[src/rtl/sprite_anim_pkg.sv]
// Shared types and screen constants for the sprite animation sequencer and its address generator.
package sprite_anim_pkg;

  typedef enum logic [1:0] {
    LOOP     = 2'd0,
    PINGPONG = 2'd1,
    ONESHOT  = 2'd2
  } anim_mode_t;

  typedef enum logic [1:0] {
    IDLE = 2'd0,
    FWD  = 2'd1,
    REV  = 2'd2,
    DONE = 2'd3
  } seq_state_t;

  localparam int SCREEN_W = 640;
  localparam int SCREEN_H = 480;
  // One bit wider than the screen so PlayerX+SPRITE_W-1 never wraps past the right/bottom edge.
  localparam int CMP_W = $clog2((SCREEN_W > SCREEN_H) ? SCREEN_W : SCREEN_H) + 1;

endpackage

[src/rtl/sprite_addr_gen.sv]
// Window compare, frame-boundary bank/frame latch and registered sprite-ROM address.
// SPRITE_MIRROR_EN: left-facing pixels read the right bank with the column mirrored.
module sprite_addr_gen
  import sprite_anim_pkg::*;
#(
  parameter int SPRITE_W     = 40,
  parameter int SPRITE_H     = 40,
  parameter int RIGHT_OFFSET = 0,
  parameter int LEFT_OFFSET  = 6400,
  parameter int ADDR_W       = 21
) (
  input  logic              clk_i,
  input  logic              rst_i,
  input  logic [3:0]        frame_i,
  input  logic              dir_i,
  input  logic [9:0]        draw_x_i,
  input  logic [9:0]        draw_y_i,
  input  logic [9:0]        player_x_i,
  input  logic [9:0]        player_y_i,
  output logic              on_o,
  output logic [ADDR_W-1:0] addr_o
);

  logic [3:0]        disp_frame_q;
  logic              disp_dir_q;
  logic              on_q;
  logic [ADDR_W-1:0] addr_q;

  logic [CMP_W-1:0]  dx, dy, px, py, col, row;
  logic [ADDR_W-1:0] base, addr_d;
  logic              on_d;

  always_comb begin
    dx  = CMP_W'(draw_x_i);
    dy  = CMP_W'(draw_y_i);
    px  = CMP_W'(player_x_i);
    py  = CMP_W'(player_y_i);
    col = dx - px;
    row = dy - py;
`ifdef SPRITE_MIRROR_EN
    if (disp_dir_q) col = CMP_W'(SPRITE_W - 1) - col;
    base = ADDR_W'(RIGHT_OFFSET);
`else
    base = disp_dir_q ? ADDR_W'(LEFT_OFFSET) : ADDR_W'(RIGHT_OFFSET);
`endif
    on_d = (dx >= px) && (dx <= px + CMP_W'(SPRITE_W - 1)) &&
           (dy >= py) && (dy <= py + CMP_W'(SPRITE_H - 1));
    addr_d = '0;
    if (on_d)
      addr_d = base + ADDR_W'(disp_frame_q) * ADDR_W'(SPRITE_W * SPRITE_H)
             + ADDR_W'(row) * ADDR_W'(SPRITE_W) + ADDR_W'(col);
  end

  // Bank and frame only change at the top-left pixel so a frame is never drawn half-and-half.
  always_ff @(posedge clk_i) begin
    if (rst_i) begin
      disp_frame_q <= '0;
      disp_dir_q   <= 1'b0;
      on_q         <= 1'b0;
      addr_q       <= '0;
    end else begin
      if (draw_x_i == 10'd0 && draw_y_i == 10'd0) begin
        disp_frame_q <= frame_i;
        disp_dir_q   <= dir_i;
      end
      on_q   <= on_d;
      addr_q <= addr_d;
    end
  end

  assign on_o   = on_q;
  assign addr_o = addr_q;

endmodule

[src/rtl/sprite_anim_sequencer.sv]
// Frame sequencer (LOOP / PINGPONG / ONESHOT) driving a sprite-ROM address generator.
// Optional macro SPRITE_MIRROR_EN is handled inside sprite_addr_gen.
module sprite_anim_sequencer
  import sprite_anim_pkg::*;
#(
  parameter int FRAME_COUNT  = 4,
  parameter int HOLD_TICKS   = 4,
  parameter int SPRITE_W     = 40,
  parameter int SPRITE_H     = 40,
  parameter int RIGHT_OFFSET = 0,
  parameter int LEFT_OFFSET  = 6400,
  parameter int MODE         = 1,
  parameter int ADDR_W       = 21
) (
  input  logic              frame_Clk,
  input  logic              Reset,
  input  logic              frame_tick,
  input  logic              moving,
  input  logic              trigger,
  input  logic              playerDirection,
  input  logic [9:0]        DrawX,
  input  logic [9:0]        DrawY,
  input  logic [9:0]        PlayerX,
  input  logic [9:0]        PlayerY,
  output logic              playerOn,
  output logic [ADDR_W-1:0] spriteAddress,
  output logic [3:0]        frameIndex,
  output logic              anim_done
);

  localparam anim_mode_t MODE_E    = anim_mode_t'(MODE);
  localparam logic [3:0] LAST      = 4'(FRAME_COUNT - 1);
  localparam logic [3:0] HOLD_LAST = 4'(HOLD_TICKS - 1);

  seq_state_t state_q;
  logic [3:0] frame_q;
  logic [3:0] hold_q;
  logic       done_q;

  always_ff @(posedge frame_Clk) begin
    if (Reset) begin
      state_q <= IDLE;
      frame_q <= '0;
      hold_q  <= '0;
      done_q  <= 1'b0;
    end else if (MODE_E == ONESHOT) begin
      if (trigger && (state_q == IDLE || state_q == DONE)) begin
        state_q <= FWD;
        frame_q <= '0;
        hold_q  <= '0;
        done_q  <= 1'b0;
      end else if (frame_tick && state_q == FWD) begin
        if (hold_q != HOLD_LAST) begin
          hold_q <= hold_q + 4'd1;
        end else begin
          hold_q <= '0;
          if (frame_q == LAST) begin
            state_q <= DONE;
            done_q  <= 1'b1;
          end else begin
            frame_q <= frame_q + 4'd1;
          end
        end
      end
    end else if (!moving) begin
      state_q <= IDLE;
      frame_q <= '0;
      hold_q  <= '0;
    end else if (state_q == IDLE) begin
      state_q <= FWD;
      frame_q <= '0;
      hold_q  <= '0;
    end else if (frame_tick) begin
      if (hold_q != HOLD_LAST) begin
        hold_q <= hold_q + 4'd1;
      end else begin
        hold_q <= '0;
        if (MODE_E == LOOP) begin
          frame_q <= (frame_q == LAST) ? 4'd0 : frame_q + 4'd1;
        end else if (LAST == 4'd0) begin
          frame_q <= '0;
        end else if (state_q == FWD) begin
          if (frame_q == LAST) begin
            frame_q <= frame_q - 4'd1;
            state_q <= REV;
          end else begin
            frame_q <= frame_q + 4'd1;
          end
        end else begin
          if (frame_q == 4'd0) begin
            frame_q <= 4'd1;
            state_q <= FWD;
          end else begin
            frame_q <= frame_q - 4'd1;
          end
        end
      end
    end
  end

  assign frameIndex = frame_q;
  assign anim_done  = done_q;

  sprite_addr_gen #(
    .SPRITE_W    (SPRITE_W),
    .SPRITE_H    (SPRITE_H),
    .RIGHT_OFFSET(RIGHT_OFFSET),
    .LEFT_OFFSET (LEFT_OFFSET),
    .ADDR_W      (ADDR_W)
  ) u_addr (
    .clk_i     (frame_Clk),
    .rst_i     (Reset),
    .frame_i   (frame_q),
    .dir_i     (playerDirection),
    .draw_x_i  (DrawX),
    .draw_y_i  (DrawY),
    .player_x_i(PlayerX),
    .player_y_i(PlayerY),
    .on_o      (playerOn),
    .addr_o    (spriteAddress)
  );

endmodule

[config.mk]
export PLATFORM = sky130hd
export DESIGN_NAME = sprite_anim_sequencer
export DESIGN_NICKNAME = d
export VERILOG_FILES = /design/src/rtl/sprite_anim_pkg.sv /design/src/rtl/sprite_addr_gen.sv /design/src/rtl/sprite_anim_sequencer.sv
export SDC_FILE = /design/constraint.sdc
export NUM_CORES = 1
export LEC_CHECK = 0
export CELL_PAD_IN_SITES_DETAIL_PLACEMENT = 1
export CELL_PAD_IN_SITES_GLOBAL_PLACEMENT = 2
export CORE_MARGIN = 1
export CORE_UTILIZATION = 42
export CTS_CLUSTER_DIAMETER = 150
export DETAILED_ROUTE_END_ITERATION = 10
export DONT_BUFFER_PORTS = 1
export PLACE_DENSITY = 0.95
export SETUP_SLACK_MARGIN = 0.1
export SKIP_CTS_REPAIR_TIMING = 1
export SYNTH_ARGS = -nofsm -noshare
export SYNTH_HDL_FRONTEND = slang
export SYNTH_SLANG_ARGS = --single-unit
[constraint.sdc]
create_clock -name frame_Clk -period 13.6 [get_ports frame_Clk]
set_clock_uncertainty 0.1 [all_clocks]
set_input_delay 2.72 -clock frame_Clk [delete_from_list [all_inputs] [get_ports frame_Clk]]
set_output_delay 2.72 -clock frame_Clk [all_outputs]
set_load 0.02 [all_outputs]
==> results.json <==
{
  "post_dp_cell_area_sq_um": 4776,
  "grt_overflow": 0,
  "cts_tree": "yes",
  "insertion_delay_ps": 290,
  "outcome": "finished, violations left",
  "required_ps": 13640,
  "detail-route-antenna-nets": 0,
  "drt-total-wl_um": 11140,
  "grt_first_pass_wirelength_um": 19160,
  "critPathKind": "input pin to register",
  "yosysSeqAreaShare_pct": 14.66,
  "drt-initial-drc-count": 76,
  "first_global_vias": 4196,
  "critPathMaxFanout": 5,
  "port_buffers": 0,
  "cts.clk_slew.worst_paths_ps": 70,
  "tightest_slew_ps": 829.1,
  "initial_core_util_pct": 43.01,
  "p_per_area_nw_per_um2": 145.8,
  "finish.instance_area_sq_um": 4871,
  "nFillCells": 1300,
  "cts_max_level": 2,
  "cp_num_buf_inv": 1,
  "busiest_layer": "met2",
  "clockBufferDepth": 2,
  "crit_family": "adder cells",
  "finalHoldViolCount": 0,
  "track_usage_pct": 20.47,
  "setup-violations-final": 0,
  "syn_avg_cell_area_sq_um": 8.334,
  "maxCapViolations": 0,
  "die-area_sq_um": 11480,
  "cts_sinks": 34,
  "use_met2_pct": 37.42,
  "violations": "DRC",
  "io_pins": 73,
  "route.detailed.drc": 1,
  "cp.arrival_ps": 7950,
  "hp-class": "register to register",
  "vias_per_cell": 5.617,
  "worstPathCellList": "inv_1 -> ha_1 -> and3_1 -> o21ai_0 -> and4_1 -> nor2_1 -> xor2_1 -> ha_1 -> ha_1 -> nand3_1 -> o211ai_1 -> nor2_1 -> xnor2_1 -> fa_1 -> ha_1 -> ha_1 -> a2111oi_0 -> o21ai_0 -> a31o_2 -> a21oi_1 -> mux2i_1 -> a21boi_0",
  "hpwlAfterDp_um": 9601,
  "leakagePower_nw": 2.244,
  "synth_ff_type": "dfxtp_1",
  "ys_warn_count": 0,
  "cts_buffers": 5,
  "wire_per_inst_um": 15.91,
  "synth_cell_types": 52,
  "synth_area_sq_um": 4642,
  "irDropWorstVdd_uv": 96.90,
  "synth-seq-cells": 34,
  "coreArea_sq_um": 10790,
  "clock-root-buffer": "clkbuf_8",
  "rsz0062_at_grt": "no",
  "drive_gt1_share_pct": 3.036,
  "maxSlewHeadroom_pct": 44.31,
  "die_y_um": 107.1,
  "antenna_cells": 0,
  "synthCells": 557,
  "cpPeakStageDelay_ps": 460,
  "slew_viol_final": 0,
  "rows": 38,
  "gr-usage-met1_pct": 24.88,
  "finalNetCount": 719,
  "finalCoreUtilization_pct": 45.13,
  "max_freq_mhz": 126.4,
  "use_met3_pct": 2.979,
  "finalCriticalPeriod_ps": 7910,
  "synth-async-reset-ratio_pct": 0,
  "grt_max_degree": 20,
  "antenna_found_initial": 0,
  "dr.pass1.iters": 7,
  "finalSetupTns_ps": 0,
  "die_w_um": 107.1,
  "fin_crit_sh_pct": 58.16,
  "syn2layout_area_growth_pct": 4.933,
  "slowest_stage": "fa_1",
  "crit_path_end_kind": "register",
  "routed-via-count": 3932,
  "synth_edf_count": 0,
  "startpoint_type": "input pin",
  "place.gp.congestion": 0.8258,
  "path_common_cell": "ha_1"
}
==> synthesized netlist by cell type, types with 2 or more instances <==
master / instances / area [sq um]
o311ai_0: 2 / 17.52
nand4_1: 10 / 62.56
xor2_1: 6 / 52.55
and2_1: 12 / 75.07
fa_1: 13 / 260.3
a21o_1: 8 / 60.06
nor2b_1: 13 / 81.33
mux2i_1: 7 / 70.07
nor4_1: 9 / 56.30
o211ai_1: 6 / 45.04
xnor2_1: 43 / 376.6
a31o_2: 2 / 17.52
inv_1: 53 / 198.9
or3_1: 7 / 43.79
nand2b_1: 9 / 56.30
nor3b_1: 3 / 22.52
and3_1: 3 / 18.77
a31oi_1: 6 / 37.54
nand3_1: 11 / 55.05
o21ai_0: 23 / 115.1
nor3_1: 15 / 75.07
a211oi_1: 10 / 75.07
o21a_1: 8 / 60.06
dfxtp_1: 34 / 680.7
a2111oi_0: 4 / 35.03
ha_1: 101 / 1264
nor2_1: 38 / 142.6
a21boi_0: 4 / 30.03
o21bai_1: 3 / 22.52
buf_4: 5 / 37.54
clkbuf_1: 3 / 11.26
a21oi_1: 29 / 145.1
nand2_1: 38 / 142.6
==> flip-flops by register name (all words and copies together) (netlist names) <==
| name | cells |
|---|---|
| state_q | 2 |
| frameIndex | 4 |
| u_addr.addr_o | 18 |
| u_addr.disp_frame_q | 4 |
| u_addr.disp_dir_q | 1 |
| u_addr.on_o | 1 |
| hold_q | 4 |
==> logic make-up after synthesis <==
kind of cell               Yosys count  synth area share (%)
AOI/OAI and AO/OA                  115                 16.63
muxes                                7                 1.509
and+or+nand+nor                    175                 19.46
xor gates and xnor gates            49                 9.245
DFF                                 34                 14.66
other                                1               0.08078
adders and majority gates          114                 32.83
buffers and inverters               62                 5.580
==> layer usage <==
metal,routed length [um],vias to the layer above
met5,0,-
met4,205,0
met3,318,18
met2,5527,68
met1,5086,1870
li1,-,1976
==> path summary, 6_finish.rpt <==
kind	from	to	slack [ps]	cells past startpoint
setup / recovery	PlayerY[3]	u_addr.addr_o[16]	5690	22
hold / removal	state_q[1]	state_q[1]	420	2
hold reg to reg	state_q[1]	state_q[1]	420	2
setup reg to reg	u_addr.disp_frame_q[1]	u_addr.addr_o[16]	9340	14
==> per-stage QoR <==
step,hold WS [ps],instances,setup slack [ps],power [mW]
2_1_floorplan,375.7,560,6041,0.5232
3_3_place_gp,387.4,692,5447,0.6138
3_5_place_dp,410.2,692,5377,0.6339
4_1_cts,419.7,700,5665,0.7204
5_1_grt,464.7,700,5246,0.7967
6_report,418.2,700,5690,0.7100
==> cell type report <==
cell class                 instances  area (sq um)  area share, %
inverter                          53         198.9          4.084
sequential                        34         680.7          13.97
clock buffer                       6         82.58          1.695
timing repair buffer               1         7.507         0.1541
tap                              140         175.2          3.596
clock inverter                     2         12.51         0.2569
multi-input combinational        464          3714          76.24
==> power by group <==
| group | switching [mW] | internal, mW | total (mW) |
|---|---|---|---|
| registers | 0.00399 | 0.102 | 0.106 |
| logic | 0.293 | 0.233 | 0.526 |
| clock network | 0.0370 | 0.0406 | 0.0776 |
| total | 0.334 | 0.376 | 0.710 |
==> layout by cell type (no fill, tap or decap), types with 2 or more instances in the layout <==
master     instances
a2111oi_0          4
a211oi_1          10
a21boi_0           4
a21o_1             8
a21oi_1           29
a31o_2             2
a31oi_1            6
and2_1            12
and3_1             3
clkbuf_8           6
conb_1             4
dfxtp_1           34
fa_1              13
ha_1             101
inv_1             53
mux2i_1            7
nand2_1           38
nand2b_1           9
nand3_1           11
nand4_1           10
nor2_1            38
nor2b_1           13
nor3_1            15
nor3b_1            3
nor4_1             9
o211ai_1           6
o21a_1             8
o21ai_0           23
o21bai_1           3
o311ai_0           2
or3_1              7
xnor2_1           43
xor2_1             6
==> worst min-delay path: stages (launching register included) <==
cell	delay, ps
dfxtp_1	330
nand2_1	80
a21oi_1	60
Power figures use the tool's default switching activity.
